### config.mk
export PLATFORM = sky130hd
export DESIGN_NAME = pc_next_unit
export DESIGN_NICKNAME = d
export VERILOG_FILES = /design/src/rtl/pc_next_unit.sv
export SDC_FILE = /design/constraint.sdc
export NUM_CORES = 1
export LEC_CHECK = 0
export CAP_MARGIN = 20
export CORE_ASPECT_RATIO = 1.1
export CORE_MARGIN = 4
export CORE_UTILIZATION = 45
export DETAILED_ROUTE_END_ITERATION = 10
export PLACE_DENSITY = 0.8
export SETUP_SLACK_MARGIN = 0.4
export SLEW_MARGIN = 10
export SYNTH_ARGS = -nofsm -noshare
export SYNTH_HDL_FRONTEND = slang
export SYNTH_SLANG_ARGS = --single-unit
### constraint.sdc
create_clock -name clk -period 4.81 [get_ports clk]
set_input_delay 0.7215 -clock clk [delete_from_list [all_inputs] [get_ports clk]]
set_output_delay 0.7215 -clock clk [all_outputs]
set_load 0.1 [all_outputs]
### src/rtl/pc_next_unit.sv
// pc_next_unit: program counter register and next-PC selection.
//
// Holds the PC, presents it to instruction memory with a valid/ready
// handshake and, on each accepted fetch, loads the next PC selected by
// the redirect controls (exception > misaligned JR > JR > J > branch > +4).
// A retired-instruction counter tracks the number of advances.
//
// Ports:
//   clk, rst_n      clock (rising edge), asynchronous active-low reset
//   imem_ready      instruction memory accepts pc this cycle
//   stall           hazard/multicycle hold, blocks advance
//   branch_taken    branch condition met
//   jump, jr        J/JAL and JR/JALR controls
//   exception       synchronous exception request
//   halt            stop fetching after the current instruction
//   branch_offset   sign-extended immediate, already shifted left by 2
//   jump_index      instr[25:0]
//   jr_target       register-file read value
//   pc, pc_plus4    current PC and pc + 4 (combinational)
//   pc_valid        pc is a valid fetch request
//   misalign_err    one-cycle pulse after a misaligned JR advance
//   halted          block is in the halted state
//   instr_count     number of advances since reset
module pc_next_unit #(
  parameter logic [31:0] RESET_VECTOR = 32'h0000_0000,
  parameter logic [31:0] EXC_VECTOR   = 32'h0000_0180
) (
  input  logic        clk,
  input  logic        rst_n,
  input  logic        imem_ready,
  input  logic        stall,
  input  logic        branch_taken,
  input  logic        jump,
  input  logic        jr,
  input  logic        exception,
  input  logic        halt,
  input  logic [31:0] branch_offset,
  input  logic [25:0] jump_index,
  input  logic [31:0] jr_target,
  output logic [31:0] pc,
  output logic [31:0] pc_plus4,
  output logic        pc_valid,
  output logic        misalign_err,
  output logic        halted,
  output logic [31:0] instr_count
);

  typedef enum logic [1:0] {StBoot, StRun, StHalted} state_e;

  state_e      state_q, state_d;
  logic [31:0] pc_q, pc_d;
  logic [31:0] count_q, count_d;
  logic        valid_q, valid_d;
  logic        halted_q, halted_d;
  logic        misalign_q, misalign_d;
  logic        advance;
  logic        jr_misaligned;
  logic [31:0] jump_target;

  assign pc_plus4      = pc_q + 32'd4;
  assign advance       = valid_q & imem_ready & ~stall;
  assign jr_misaligned = jr & (jr_target[1:0] != 2'b00);
  assign jump_target   = {pc_plus4[31:28], jump_index, 2'b00};

  always_comb begin
    pc_d       = pc_q;
    count_d    = count_q;
    state_d    = state_q;
    misalign_d = 1'b0;

    if (advance) begin
      count_d = count_q + 32'd1;
      if (exception) begin
        pc_d = EXC_VECTOR;
      end else if (jr_misaligned) begin
        pc_d       = EXC_VECTOR;
        misalign_d = 1'b1;
      end else if (jr) begin
        pc_d = jr_target;
      end else if (jump) begin
        pc_d = jump_target;
      end else if (branch_taken) begin
        pc_d = pc_plus4 + branch_offset;
      end else begin
        pc_d = pc_plus4;
      end
    end

    unique case (state_q)
      StBoot:   state_d = StRun;
      StRun:    if (advance && halt) state_d = StHalted;
      StHalted: state_d = StHalted;
      default:  state_d = StBoot;
    endcase

    // Outputs are registered, so decode them from the next state.
    valid_d  = (state_d == StRun);
    halted_d = (state_d == StHalted);
  end

  always_ff @(posedge clk or negedge rst_n) begin
    if (!rst_n) begin
      state_q    <= StBoot;
      pc_q       <= RESET_VECTOR;
      count_q    <= 32'd0;
      valid_q    <= 1'b0;
      halted_q   <= 1'b0;
      misalign_q <= 1'b0;
    end else begin
      state_q    <= state_d;
      pc_q       <= pc_d;
      count_q    <= count_d;
      valid_q    <= valid_d;
      halted_q   <= halted_d;
      misalign_q <= misalign_d;
    end
  end

  assign pc           = pc_q;
  assign pc_valid     = valid_q;
  assign halted       = halted_q;
  assign misalign_err = misalign_q;
  assign instr_count  = count_q;

endmodule

==> impl_results.md <==
- CTS clk-pin slew, worst paths: 70 ps
- Syn avg cell area: 8.260 sq um
- Leak: 3.645 nW
- Worst R2R Setup Slack: 720 ps
- Gr ovfl total: 0
- Final min period: 4089 ps
- Most common cell after layout, fill and taps aside: clkdlybuf4s50_1
- TritonCTS Buffers: 9
- Yosys reg bits: 69
- Max-cap viol count: 0
- Crit Path Max Fanout: 7
- First-pass GRT wire length: 33,130 microns
- Layout cell share with drive strength beyond 1: 0.1199
- H-Tree Depth: 3
- Initial DRC count: 461
- Clock sinks: 69
- Clock latency on the worst-skew pair: 350 ps
- Synth unique cells: 59
- Met1 wire length: 8030 microns
- Via count: 6,291
- Asr flop ratio synth: 1.000
- Worst-Margin Slew: 1034 ps
- Post-Place Worst Slack: 582.2 ps
- Critical path launch point: pc[4]
- Crit path DAT: 4350 ps
- DR WL met2: 9796 microns
- CTS tree: done
- Outcome: finished clean
- Initial antenna violation count: 0
- Routed wl met3: 2175 microns
- Total Routing Usage GR: 0.2869
- Core area: 12,190 sq um
- Most frequent cells in the layout: clkdlybuf4s50_1, nand2_1, nor2_1
- Die Height: 125.9 microns
- Largest net degree at the start of global routing: 44
- Hold Crit Start: instr_count[31]
- Drt drc: 0
- Detailed Routing Iterations Pass 1: 7
- Final-report hold violation count: 0
- Hold Crit Class: reg2reg
- Port bufs: 197
- FMAX: 244.6 MHz
- Die width: 115.2 microns
- Critical path data required time: 5070 ps
- Top sig layer: met4
- Final hold slack: 479.9 ps
- Final WL: 20,890 microns
- Worst vdd ir: 483.4 uV
- Setup Crit Path Kind: reg2reg
- Vias in the first global route: 6,439
- Io pins: 198
- Post-DP HPWL: 16,150 microns
- Final Setup Violations: 0
- RSZ-0062 raised after global routing: yes
- Max_slew headroom: 0.3088
- CP Launch Type: flop
- Post-synth EDFFs: 0
- DR WL/cell: 20.12 microns
- Warnings from Yosys: 0
- Die footprint: 14,490 sq um
- Power, Total: 0.004680 W
- Vias/cell: 6.061
- Cell Area, Synth: 5683 sq um
- Max Buffers Root-to-Sink: 2
- Worst Clk Skew: 6.133 ps
- Main flop type after synthesis: dfrtp_1
- Cell Rows: 42
- Final RePlAce weighted congestion: 1.011
- Setup tns final: 0 ps
- Net count after synthesis: 828
- Final Worst Setup Slack: 720.9 ps
- Initial Utilization: 0.4661
- R2r startpoint: pc[4]
- Period utilization: 0.8501
- Crit end category: flop
- Fin. max-slew vios: 0
- ANT nets after route: 0
- Nets: 1,019
- Root Buffer: clkbuf_16
- Sequential area share after synthesis: 0.3038
- Syn Inst Count: 688
- Diodes inserted: 0
- PwrDens: 550.1 nW/um^2
- P&R area growth vs syn: 49.69%
Yosys cell counts (2+ instances only):
| cell type | number | share of area |
|---|---|---|
| mux2i_1 | 8 | 0.014 |
| inv_1 | 12 | 0.0079 |
| o22ai_1 | 3 | 0.0033 |
| clkbuf_1 | 23 | 0.015 |
| nand4_1 | 19 | 0.021 |
| a221oi_1 | 3 | 0.0046 |
| o21a_1 | 3 | 0.0040 |
| nand2b_1 | 6 | 0.0066 |
| a311oi_1 | 3 | 0.0046 |
| and3_1 | 13 | 0.014 |
| o31ai_1 | 3 | 0.0040 |
| buf_1 | 2 | 0.0013 |
| a221o_1 | 2 | 0.0035 |
| a21oi_1 | 52 | 0.046 |
| nor2b_1 | 3 | 0.0033 |
| dfrtp_1 | 69 | 0.30 |
| a22oi_1 | 12 | 0.016 |
| buf_4 | 2 | 0.0026 |
| nand2_1 | 76 | 0.050 |
| a211oi_1 | 15 | 0.020 |
| a31oi_1 | 6 | 0.0066 |
| a32o_1 | 3 | 0.0053 |
| nor2_1 | 69 | 0.046 |
| xor2_1 | 33 | 0.051 |
| nand3_1 | 26 | 0.023 |
| o211ai_1 | 5 | 0.0066 |
| nand3b_1 | 2 | 0.0026 |
| nor4_1 | 4 | 0.0044 |
| and4_1 | 7 | 0.011 |
| o21ai_0 | 44 | 0.039 |
| ha_1 | 40 | 0.088 |
| clkinv_1 | 2 | 0.0013 |
| and2_1 | 2 | 0.0022 |
| nor3_1 | 13 | 0.011 |
| a21o_1 | 20 | 0.026 |
| a32oi_1 | 2 | 0.0031 |
| o21bai_1 | 6 | 0.0079 |
| o41ai_1 | 3 | 0.0046 |
| xnor2_1 | 52 | 0.080 |
worst max-delay path, stage by stage (launching register included):
cell      delay [ps]
dfrtp_4          460
and4_1           320
nand3_1          280
nor2_4           220
nand4_1          230
xnor2_4          250
ha_1             310
nand4_1          150
nor3_1            70
a211oi_1         220
o21ai_1          180
a221o_1          420
a211oi_1         230
nor3_1           100
xor2_1           150
and3_1           190
o31ai_1          210
worst paths after layout:
check                             endpoint  cells past startpoint
max                                 pc[31]                     16
min                        instr_count[31]                      1
max reg2reg                         pc[31]                     16
min reg2reg                instr_count[31]                      1
max in group asynchronous           pc[18]                      2
min in group asynchronous  instr_count[15]                      1
metrics by stage:
stage / util / instance area [sq um] / cells
2_1_floorplan: - / 6110 / 688
3_3_place_gp: 0.6692 / 8159 / 1019
3_5_place_dp: 0.6692 / 8159 / 1019
4_1_cts: 0.6947 / 8469 / 1035
5_1_grt: 0.6978 / 8507 / 1038
6_report: 0.6978 / 8507 / 1038
power by group:
part           internal [W]  switching [W]
clock network      0.000420       0.000294
logic              0.000895        0.00215
registers          0.000708       0.000209
total               0.00202        0.00266
flip-flops by register name, summed over array words and instances, names as in the netlist:
name / cells
pc: 32
instr_count: 32
state_q: 2
misalign_err: 1
pc_valid: 1
halted: 1
kinds of logic after synthesis:
logic type | after synthesis | synth area share
AOI/OAI and AO/OA | 199 | 0.2290
xor gates and xnor gates | 85 | 0.1310
DFF | 69 | 0.3038
buffers and inverters | 41 | 0.02840
and+or+nand+nor | 245 | 0.2021
muxes | 8 | 0.01409
adders and majority gates | 41 | 0.09159
routing by layer:
metal	GRT usage	vias to the layer above
met5	0	-
met2	0.4707	338
met1	0.3425	2994
met4	0.1326	0
met3	0.08637	71
li1	-	2888
final cells by class:
type / instances / area (sq um)
clock inverters: 6 / 71.32
inverters: 14 / 52.55
repair buffers: 207 / 1999
multi-input cells: 578 / 4179
flip-flops and latches: 69 / 1773
well taps: 154 / 192.7
clock buffers: 10 / 239.0
fillers: 976 / 3685
timing repair:
item | CTS | global route
hold buffers | 0 | 0
endpoints found under the hold margin | 0 | 0
setup endpoints to repair | 0 | 5
resized for setup | 0 | 4
setup buffers | 0 | 3
No activity file was read; power rests on OpenSTA's default activity.
